### src/rtl/fir_pkg.sv
// rtl/fir_pkg.sv - shared FIR constants and sample/sum types
package fir_pkg;

  // Default sample width of the FIR datapath
  localparam int W = 16;

  // Half of the tap count; added before the divide to round half-up
  localparam int ROUND_BIAS = 2;

  // log2 of the tap count; the shift that turns a 4-tap sum into an average
  localparam int AVG_SHIFT = 2;

  typedef logic [W+1:0] sum_t;
  typedef logic [W-1:0] sample_t;

endpackage

### src/rtl/fir_sync_fifo.sv
// rtl/fir_sync_fifo.sv - small synchronous FIFO with occupancy and full/empty flags
module fir_sync_fifo #(
  parameter int WIDTH = 16,
  parameter int DEPTH = 4
) (
  input  logic                     clk,
  input  logic                     reset,
  input  logic                     push,
  input  logic                     pop,
  input  logic [WIDTH-1:0]         din,
  output logic [WIDTH-1:0]         dout,
  output logic [$clog2(DEPTH):0]   level,
  output logic                     full,
  output logic                     empty
);

  localparam int AW = $clog2(DEPTH);
  localparam int LW = $clog2(DEPTH) + 1;

  logic [WIDTH-1:0] mem [DEPTH];
  logic [AW-1:0]    wr_ptr;
  logic [AW-1:0]    rd_ptr;
  logic             do_push;
  logic             do_pop;

  assign full  = (level == LW'(DEPTH));
  assign empty = (level == '0);

  // A pop on an empty FIFO is ignored; a push while full only lands if a pop frees the slot
  assign do_pop  = pop && !empty;
  assign do_push = push && (!full || do_pop);

  // Head entry, forced to zero so consumers see a clean bus when nothing is queued
  assign dout = empty ? '0 : mem[rd_ptr];

  // Pointers wrap naturally because DEPTH is a power of two; level tracks net push/pop
  always_ff @(posedge clk) begin
    if (!reset) begin
      wr_ptr <= '0;
      rd_ptr <= '0;
      level  <= '0;
    end else begin
      if (do_push) wr_ptr <= wr_ptr + AW'(1);
      if (do_pop)  rd_ptr <= rd_ptr + AW'(1);
      case ({do_push, do_pop})
        2'b10:   level <= level + LW'(1);
        2'b01:   level <= level - LW'(1);
        default: level <= level;
      endcase
    end
  end

  // Storage array; contents need no reset since pointers and level gate visibility
  always_ff @(posedge clk) begin
    if (reset && do_push) mem[wr_ptr] <= din;
  end

endmodule

### src/rtl/fir4_decim_out.sv
// rtl/fir4_decim_out.sv - FIR output stage: rounding rescale, warm-up, decimation, output FIFO
module fir4_decim_out
  import fir_pkg::*;
#(
  parameter int w      = W,
  parameter int D      = 2,
  parameter int WARMUP = 5,
  parameter int DEPTH  = 4
) (
  input  logic                     clk,
  input  logic                     reset,
  input  logic [w+1:0]             s_in,
  output logic                     out_valid,
  input  logic                     out_ready,
  output logic [w-1:0]             out_data,
  output logic [$clog2(DEPTH):0]   level,
  output logic                     overflow
);

  localparam int WCW = $clog2(WARMUP + 1) + 1;
  localparam int PCW = $clog2(D) + 1;

  logic [WCW-1:0] warm_cnt;
  logic [PCW-1:0] phase;
  logic           warm_done;
  logic           keep;
  logic           pop_eff;
  logic           fifo_push;
  logic           fifo_full;
  logic           fifo_empty;
  logic [w+2:0]   avg_wide;
  logic [w-1:0]   avg;
  logic           avg_unused;

  // Round half-up average; one spare bit keeps the bias add from wrapping
  assign avg_wide   = {1'b0, s_in} + (w+3)'(ROUND_BIAS);
  assign avg        = avg_wide[AVG_SHIFT +: w];
  assign avg_unused = ^{avg_wide[w+2], avg_wide[AVG_SHIFT-1:0]};

  assign warm_done = (warm_cnt == WCW'(WARMUP));
  assign keep      = warm_done && (phase == PCW'(D - 1));
  assign out_valid = !fifo_empty;
  assign pop_eff   = out_valid && out_ready;

  // At full, a kept sample only gets in when the same cycle frees a slot
  assign fifo_push = keep && (!fifo_full || pop_eff);

  // Warm-up counter saturates at WARMUP; until then incoming sums are ignored
  always_ff @(posedge clk) begin
    if (!reset) begin
      warm_cnt <= '0;
    end else if (!warm_done) begin
      warm_cnt <= warm_cnt + WCW'(1);
    end
  end

  // Decimation phase runs 0..D-1 once warm-up is over; the last phase is the kept one
  always_ff @(posedge clk) begin
    if (!reset) begin
      phase <= '0;
    end else if (warm_done) begin
      phase <= (phase == PCW'(D - 1)) ? '0 : phase + PCW'(1);
    end
  end

  // Sticky flag for a kept sample lost to a full FIFO with no pop to make room
  always_ff @(posedge clk) begin
    if (!reset) begin
      overflow <= 1'b0;
    end else if (keep && fifo_full && !pop_eff) begin
      overflow <= 1'b1;
    end
  end

  fir_sync_fifo #(
    .WIDTH (w),
    .DEPTH (DEPTH)
  ) u_fifo (
    .clk   (clk),
    .reset (reset),
    .push  (fifo_push),
    .pop   (pop_eff),
    .din   (avg),
    .dout  (out_data),
    .level (level),
    .full  (fifo_full),
    .empty (fifo_empty)
  );

endmodule

### config.mk
export PLATFORM = sky130hd
export DESIGN_NAME = fir4_decim_out
export DESIGN_NICKNAME = d
export VERILOG_FILES = /design/src/rtl/fir_pkg.sv /design/src/rtl/fir_sync_fifo.sv /design/src/rtl/fir4_decim_out.sv
export SDC_FILE = /design/constraint.sdc
export NUM_CORES = 1
export LEC_CHECK = 0
export CAP_MARGIN = 10
export CORE_ASPECT_RATIO = 1.2
export CORE_MARGIN = 8
export CORE_UTILIZATION = 30
export CTS_BUF_LIST = sky130_fd_sc_hd__clkbuf_8
export CTS_CLUSTER_SIZE = 10
export DETAILED_ROUTE_END_ITERATION = 16
export PLACE_DENSITY = 0.47
export SYNTH_ARGS = -nofsm -noshare
export SYNTH_HDL_FRONTEND = slang
export SYNTH_SLANG_ARGS = --single-unit
### constraint.sdc
create_clock -name clk -period 2.1 [get_ports clk]
set_input_delay 0.42 -clock clk [delete_from_list [all_inputs] [get_ports clk]]
set_output_delay 0.42 -clock clk [all_outputs]
set_load 0.05 [all_outputs]
# After elaboration in Yosys (flattened, before gate mapping)
# Memories as Yosys holds them, arrays and structs flattened. A register that Yosys moved wholly into a read port is not among the register bits.
# Index checks and enable logic that the tools add are counted.
# classes
addsub,7
n_eq_ne,5
mux,7
n_reduce_logical,15
# op_table
op,n
"adder 18 x 2 -> 18 bit, second input constant",1
2-to-1 mux 16 bit,1
logical AND 1 bit,8
"adder 2 x 1 -> 2 bit, second input constant",3
2-to-1 mux 2 bit,3
case mux 3 bit (2 select lines),1
"adder 4 x 1 -> 4 bit, second input constant",1
"equality test 2 x 1 -> 1 bit, second input constant",2
"equality test 4 x 3 -> 1 bit, second input constant",1
"adder 3 x 1 -> 3 bit, second input constant",1
"equality test 3 bit, second input constant",1
zero test 1 bit,3
zero test 3 bit,1
"subtractor 3 x 1 -> 3 bit, second input constant",1
"equality test 2 bit, second input constant",1
logical OR 1 bit,2
2-to-1 mux 1 bit,2
nonzero test 2 bit,1
# word_totals
register_bits,14
ram_bits,64
inputBits,21
output_inout_bits,21
mem_count,1
# memory_table
memory,words,width,read_ports,rd_ports_with_merged_regs,write_ports,line_no,source
u_fifo.mem,4,16,1,1,1,fir_sync_fifo.sv:20,logic [WIDTH-1:0] mem [DEPTH];

# Logic depth before layout (Yosys ltp)
# Gate-level depths: netlist of run 1.
# logic_depth
depth_word,9
mapped_depth,11

# By module
# Synthesis of run 1 repeated with hierarchy kept, for this count alone.
# hier_totals
cells_unflattened,232
area_unflattened_um2,3687.3
# by_module_without_submodules
mod,n_inst,cells_per_inst,area_per_inst_um2
fir_sync_fifo,1,156,3015.4
fir4_decim_out,1,76,671.9

# Worst setup path before layout of run 1
# Ideal clock, no wire load.
# synth_path
kind,register to register
start,register u_fifo.level[2]
end,register u_fifo.level[2]
arrival_ns,2.431
required_time_ns,2.024
slack_ns,-0.407
path_stages_with_launch,10
n_path_buf,0
path_cell_list,dfxtp_1 nor4b_2 nor4b_4 inv_1 ha_1 inv_1 fa_1 xor2_1 or3_1 a21boi_0
# synth_between
elab_chain_cells,8
# synth_lines
item,line_no,source
"start, declared",fir_sync_fifo.sv:12,"output logic [$clog2(DEPTH):0] level,"
"start signal, assigned",fir_sync_fifo.sv:46,2'b10: level <= level + LW'(1);
"start signal, assigned",fir_sync_fifo.sv:47,2'b01: level <= level - LW'(1);
"start signal, assigned",fir_sync_fifo.sv:48,default: level <= level;
zero test 3 bit,fir_sync_fifo.sv:27,assign empty = (level == '0);
zero test 1 bit,"fir_sync_fifo.sv:30, fir4_decim_out.sv:42",
logical AND 1 bit,fir4_decim_out.sv:43,assign pop_eff = out_valid && out_ready;
logical OR 1 bit or logical AND 1 bit (tied branches),"fir4_decim_out.sv:46, fir_sync_fifo.sv:30",
logical AND 1 bit or logical OR 1 bit (tied branches),"fir4_decim_out.sv:46, fir_sync_fifo.sv:31",
logical AND 1 bit,fir_sync_fifo.sv:31,assign do_push = push && (!full || do_pop);
equality test 2 x 1 -> 1 bit or equality test 2 bit (tied branches),fir_sync_fifo.sv:45,"case ({do_push, do_pop})"
case mux 3 bit (2 select lines) or nonzero test 2 bit (tied branches),--,
# Parallel ways exist; a longest one is shown, timed or not.
# A chain may end at the register's enable or synchronous reset.

==> impl_metrics.env, run 1 <==
export IMPL_drc=0
export IMPL_worstHoldPathType="register to register"
export IMPL_seq_area_frac_synth_pct=62.7
export IMPL_worstSkewPairLatency_ps=350
export IMPL_htree_levels=3
export IMPL_setup_tns_ps=-175
export IMPL_worstPathCellList="buf_12, mux4_2, nor2b_4, buf_6"
export IMPL_holdWs_ps=473
export IMPL_worst_pin_slew_ps=504
export IMPL_die_area_mm2=0.0157
export IMPL_vdd_drop_max_v=0.000336
export IMPL_combinationalPowerShare_pct=5.7
export IMPL_place_hpwl_um=5070
export IMPL_finalMaxSlewViolations=0
export IMPL_async_flop_share_pct=0
export IMPL_globalplace_congestion=0.675
export IMPL_hold_viol=0
export IMPL_arrival_ps=1700
export IMPL_path_buf_inv=2
export IMPL_seq_area_mm2=0.00226
export IMPL_ios=42
export IMPL_routedWlPerCell_um=16.7
export IMPL_pre_cts_slack_ps=-520
export IMPL_status="complete, but fails checks"
export IMPL_drt_iter0_markers=79
export IMPL_crit_fanout=8
export IMPL_period_share_pct=101
export IMPL_clockBufferDepth=2
export IMPL_fin_skew_ps=12.4
export IMPL_clockRootBuffer="clkbuf_8"
export IMPL_worst_path_max_delay_cell="mux4_2"
export IMPL_multi_input_area_mm2=0.00137
export IMPL_num_vias=2130
export IMPL_slew_headroom_pct=66.3
export IMPL_crit_path_max_incr_delay_ps=500
export IMPL_area_delta_synth_final_pct=36.4
export IMPL_clock_sinks=80
export IMPL_cts_buffers=9
export IMPL_sw_frac_of_total_pct=19.9
export IMPL_wirelength_um=7770
export IMPL_setup_ws_ps=-21.4
export IMPL_syn_area_mm2=0.00358
export IMPL_endpoint_kind="output pin"
export IMPL_coreArea_mm2=0.0116
export IMPL_clkPwrFrac_pct=41.5
export IMPL_start_kind="register"
export IMPL_vias_per_cell=4.58
export IMPL_grt_max_degree=18
export IMPL_synth_seq_cells=80
export IMPL_grt_pass1_wl_um=12300
export IMPL_ys_warnings_count=0
export IMPL_path_class="register to output pin"
export IMPL_netlist_instances=228
export IMPL_rsz0062_at_grt="true"
export IMPL_critPathRequiredTime_ps=1680
export IMPL_chipHeight_um=136
export IMPL_cp_top_family="multiplexers"
export IMPL_overflow=0
export IMPL_ys_types=38
export IMPL_violations="setup timing"
export IMPL_cts_hold_buf=0
export IMPL_port_buffers=40
export IMPL_p_sw_uw=654
export IMPL_syn_avg_cell_area_um2=15.7
export IMPL_min_period_ps=2120
export IMPL_finalSetupViolations=16
export IMPL_grt_pass1_vias=2258
export IMPL_antenna_found_initial=0
export IMPL_internal_power_mw=2.63
export IMPL_n_fill_cell=1089
export IMPL_final_nets=333
export IMPL_fp_dieW_um=116
export IMPL_ant_nets=0
export IMPL_fmaxAchievable_mhz=471
export IMPL_synth_edf_count=64
export IMPL_drtPass1Iterations=4
export IMPL_track_usage_pct=10.7
export IMPL_cap_violations=0
export IMPL_seq_power_share_pct=52.7
export IMPL_drive_gt1_share_pct=35.7
export IMPL_start_util_pct=30.8
export IMPL_syn_nets=258
export IMPL_postCtsSetupBuffers=0
export IMPL_powerDensity_mw_per_mm2=674
export IMPL_cts_tree="done"
export IMPL_path_clk_slew_ps=80
export IMPL_synthFlopType="edfxtp_1"
export IMPL_total_power_mw=3.29
export IMPL_antenna_cells=0
export IMPL_leakagePower_nw=1.73
export IMPL_num_rows=43
==> power groups by stage <==
stage	combinational, mW	sequential (mW)	clock [mW]
5_1_grt	0.209	1.73	1.47
3_3_place_gp	0.186	1.77	0
4_1_cts	0.190	1.73	1.41
2_1_floorplan	0.0818	1.77	0
6_report	0.189	1.73	1.37
3_5_place_dp	0.189	1.77	0
==> cell usage in the layout (no fill, tap or decap), types with 3 or more instances in the layout <==
cell type	n
and2_1	8
and3_1	4
buf_12	6
buf_4	25
buf_6	15
bufinv_16	3
clkbuf_8	10
clkdlybuf4s50_1	20
dfxtp_1	10
dfxtp_4	4
edfxtp_1	64
ha_1	6
inv_1	9
mux2i_1	3
mux4_2	16
nand2_1	12
nand3_1	7
nand4_1	4
nor2b_1	7
nor2b_4	10
nor4_1	5
xnor2_1	12
xor2_1	10
==> Yosys cell counts, types with 2 or more instances <==
library cell / n / share of area, %
a21boi_0: 2 / 0.42
and2_1: 8 / 1.4
and3_1: 4 / 0.70
buf_2: 3 / 0.42
buf_6: 2 / 0.63
clkbuf_1: 3 / 0.31
dfxtp_1: 16 / 9.0
edfxtp_1: 64 / 54
ha_1: 8 / 2.8
inv_1: 10 / 1.0
mux2i_1: 3 / 0.84
mux4_2: 16 / 10
nand2_1: 12 / 1.3
nand3_1: 7 / 0.98
nand4_1: 4 / 0.70
nand4_4: 2 / 1.2
nor2b_1: 17 / 3.0
nor3_1: 2 / 0.28
nor4_1: 5 / 0.87
o21ai_0: 2 / 0.28
xnor2_1: 12 / 2.9
xor2_1: 10 / 2.4
==> routing by layer <==
metal,wire (µm),vias up,global-route usage (%)
li1,-,1010,-
met3,306,12,2.14
met2,3780,41,17.1
met4,164,0,5.85
met1,3530,1067,13.1
met5,0,-,0
==> stage by stage <==
stage / area (µm²) / util, % / instances
final: 4880 / 42.0 / 465
after global routing: 4880 / 42.0 / 465
after CTS: 4770 / 41.0 / 465
after detailed placement: 4430 / 38.2 / 448
after global placement: 4430 / 38.2 / 448
after floorplan: 3620 / - / 228
==> logic make-up (layout without fill, tap and decap cells) <==
logic type,Yosys count,count (layout),share of synthesized area (%)
and+or+nand+nor,71,71,13.5
adders and majority gates,9,9,3.36
AOI/OAI and AO/OA,9,9,1.78
buffers and inverters,18,98,2.41
xor gates and xnor gates,22,22,5.39
DFF,80,80,62.7
muxes,19,19,10.9
==> final cells by class <==
cell class,instances,area share (%)
Clock inverter,6,2.20
Inverter,10,0.769
Tap cell,157,4.02
Timing Repair Buffer,72,15.9
Clock buffer,10,2.82
Multi-Input combinational cell,130,28.0
Sequential cell,80,46.3
==> state kept, by name, summed over array words and instances, names as in the netlist, named ones only <==
name and cells:
u_fifo.mem 64, warm_cnt 4, u_fifo.level 3, phase 2
u_fifo.rd_ptr 2, u_fifo.wr_ptr 2, overflow 1
==> timing repair <==
action	in CTS	in global routing
resized for setup	21	30
pin swaps	1	2
cloned	1	0
setup endpoints to repair	18	18
==> path summary, 6_finish.rpt <==
kind	start	to	slack [ps]	depth (start not counted)
setup / recovery	register	out_data[11]	-20	4
hold / removal	overflow$_SDFFE_PN0P_	overflow$_SDFFE_PN0P_	470	1
setup reg to reg	u_fifo.level[0]$_SDFFE_PN0P_	u_fifo.level[2]$_SDFFE_PN0P_	50	9
hold reg to reg	overflow$_SDFFE_PN0P_	overflow$_SDFFE_PN0P_	470	1
Power figures use the tool's default switching activity.
==> run 2, diff against run 1 <==
--- a/config.mk
+++ b/config.mk
@@ -10,9 +10,8 @@
 export CORE_MARGIN = 8
 export CORE_UTILIZATION = 30
 export CTS_BUF_LIST = sky130_fd_sc_hd__clkbuf_8
-export CTS_CLUSTER_SIZE = 10
+export CTS_CLUSTER_SIZE = 12
 export DETAILED_ROUTE_END_ITERATION = 16
-export PLACE_DENSITY = 0.47
 export SYNTH_ARGS = -nofsm -noshare
 export SYNTH_HDL_FRONTEND = slang
 export SYNTH_SLANG_ARGS = --single-unit
==> run 2 against run 1 <==
Effect of this change:
- the run still ends with setup timing left
- core utilization decreased by 1.5 points
- largest power group unchanged
- clock skew decreased by 6.0 ps
- clock power fell by 31%
- die area unchanged
- combinational power fell by 5%
- worst hold slack improved by 7.9 ps
- register-to-register slack is essentially flat
- design area shrank 3.6%
- sequential share of layout area up 1.7 points
- critical endpoint is now out_data[9]
- via count fell by 2.9%
- largest cell class unchanged
- sequential power barely moved
==> impl_metrics.env, run 2 (synthesized netlist as in run 1, its figures left out) <==
export IMPL_setup_tns_ps=-324
export IMPL_arrival_ps=1720
export IMPL_powerDensity_mw_per_mm2=609
export IMPL_place_hpwl_um=5050
export IMPL_vdd_drop_max_v=0.000226
export IMPL_clkPwrFrac_pct=33.2
export IMPL_wirelength_um=7270
export IMPL_cts_tree="done"
export IMPL_worstHoldPathType="register to register"
export IMPL_antenna_found_initial=0
export IMPL_slew_headroom_pct=65.0
export IMPL_rsz0062_at_grt="true"
export IMPL_area_delta_synth_final_pct=31.5
export IMPL_crit_fanout=8
export IMPL_num_rows=43
export IMPL_min_period_ps=2140
export IMPL_vias_per_cell=4.49
export IMPL_sw_frac_of_total_pct=22.3
export IMPL_fmaxAchievable_mhz=467
export IMPL_fin_util_pct=40.5
export IMPL_worst_pin_slew_ps=518
export IMPL_drc=0
export IMPL_ios=42
export IMPL_fin_skew_ps=6.41
export IMPL_hold_viol=0
export IMPL_layout_commonest_cell="edfxtp_1"
export IMPL_worst_path_max_delay_cell="mux4_2"
export IMPL_drive_gt1_share_pct=32.6
export IMPL_crit_path_max_incr_delay_ps=520
export IMPL_largest_register_ffs=64
export IMPL_worstSkewPairLatency_ps=340
export IMPL_finalMaxSlewViolations=0
export IMPL_track_usage_pct=10.1
export IMPL_endpoint_kind="output pin"
export IMPL_p_sw_uw=639
export IMPL_period_share_pct=102
export IMPL_start_util_pct=30.8
export IMPL_drtPass1Iterations=4
export IMPL_status="complete, but fails checks"
export IMPL_grt_pass1_wl_um=11900
export IMPL_path_buf_inv=2
export IMPL_num_vias=2069
export IMPL_violations="setup timing"
export IMPL_fp_dieW_um=116
export IMPL_clock_sinks=80
export IMPL_overflow=0
export IMPL_finalSetupViolations=16
export IMPL_critPathRequiredTime_ps=1680
export IMPL_chipHeight_um=136
export IMPL_globalplace_congestion=0.744
export IMPL_layout_common_cells="edfxtp_1, buf_4, clkdlybuf4s50_1, buf_6, mux4_2"
export IMPL_clockBufferDepth=2
export IMPL_final_nets=329
export IMPL_postCtsSetupBuffers=0
export IMPL_routedWlPerCell_um=15.8
export IMPL_die_area_mm2=0.0157
export IMPL_cp_top_family="multiplexers"
export IMPL_grt_pass1_vias=2302
export IMPL_ant_nets=0
export IMPL_setup_ws_ps=-39.2
export IMPL_antenna_cells=0
export IMPL_clockRootBuffer="clkbuf_8"
export IMPL_largest_register="u_fifo.mem"
export IMPL_drt_iter0_markers=94
export IMPL_seq_power_share_pct=60.5
export IMPL_coreArea_mm2=0.0116
export IMPL_cap_violations=0
export IMPL_cts_buffers=9
export IMPL_grt_max_degree=18
export IMPL_internal_power_mw=2.23
export IMPL_path_clk_slew_ps=80
export IMPL_cts_hold_buf=0
export IMPL_start_kind="register"
export IMPL_combinationalPowerShare_pct=6.3
export IMPL_leakagePower_nw=1.64
export IMPL_path_class="register to output pin"
export IMPL_worstPathCellList="buf_12, mux4_2, nor2b_4, buf_6"
export IMPL_htree_levels=3
export IMPL_port_buffers=40
export IMPL_largestRegisters="u_fifo.mem: 64 flops, warm_cnt: 4 flops, u_fifo.level: 3 flops"
==> run 2: changes by cell type in the layout (fill, tap and decap cells not counted), sizes merged <==
cell	previous run	this run
clkinv	2	3
buf	49	45
clkinvlp	0	2
clkbuf	11	9
inv	11	12
bufinv	3	0
dlymetal6s2s	0	1
==> run 2: layout make-up <==
class | instances | area, µm²
inverters | 10 | 37.5
flip-flops and latches | 80 | 2260
repair buffers | 68 | 714
clock inverters | 7 | 38.8
clock buffers | 9 | 124
well taps | 157 | 196
multi-input cells | 130 | 1340
fillers | 1118 | 6920
==> run 2: worst paths after layout <==
check / startpoint / endpoint / slack, ps / depth (start not counted)
max: register / out_data[9] / -40 / 4
min: phase[1]$_SDFFE_PN0N_ / phase[1]$_SDFFE_PN0N_ / 480 / 2
max reg2reg: u_fifo.level[0]$_SDFFE_PN0P_ / u_fifo.level[2]$_SDFFE_PN0P_ / 40 / 9
min reg2reg: phase[1]$_SDFFE_PN0N_ / phase[1]$_SDFFE_PN0N_ / 480 / 2
==> run 2: worst reg2reg max path, stage by stage, from the launching register on <==
cell	delay, ps
dfxtp_2	340
nor4b_4	350
nor4b_4	90
inv_1	70
ha_2	180
inv_2	40
fa_2	320
xor2_1	160
or3_1	310
a21boi_1	140
==> run 2: per-stage QoR <==
step	instance area (µm²)	instances	power [mW]	hold WS, ps	setup WS (ps)
global placement	4390	444	1.95	445	-510
finish	4700	461	2.87	481	-39.2
detailed placement	4390	444	1.95	468	-553
global route	4700	461	2.98	497	-98.2
CTS	4650	461	2.90	483	-107
floorplan	3620	228	1.85	452	10.3
==> run 2: power groups by stage <==
stage          sequential (mW)  clock (mW)  combinational (mW)
3_5_place_dp              1.77           0               0.182
4_1_cts                   1.73       0.980               0.183
5_1_grt                   1.74        1.05               0.197
3_3_place_gp              1.77           0               0.175
6_report                  1.73       0.952               0.180
2_1_floorplan             1.77           0              0.0818
==> run 2: what timing repair did <==
| item | in CTS | in global routing |
|---|---|---|
| resized for setup | 21 | 16 |
| pin swaps | 1 | 5 |
| gates cloned | 1 | 0 |
| endpoints found under the setup margin | 19 | 19 |
==> run 2: layer usage <==
layer	up-vias	GRT usage, %	wire length, µm
met5	-	0	0
met4	0	4.33	110
met3	8	2.27	192
met2	17	20.2	4400
met1	1043	9.50	2570
li1	1001	-	-
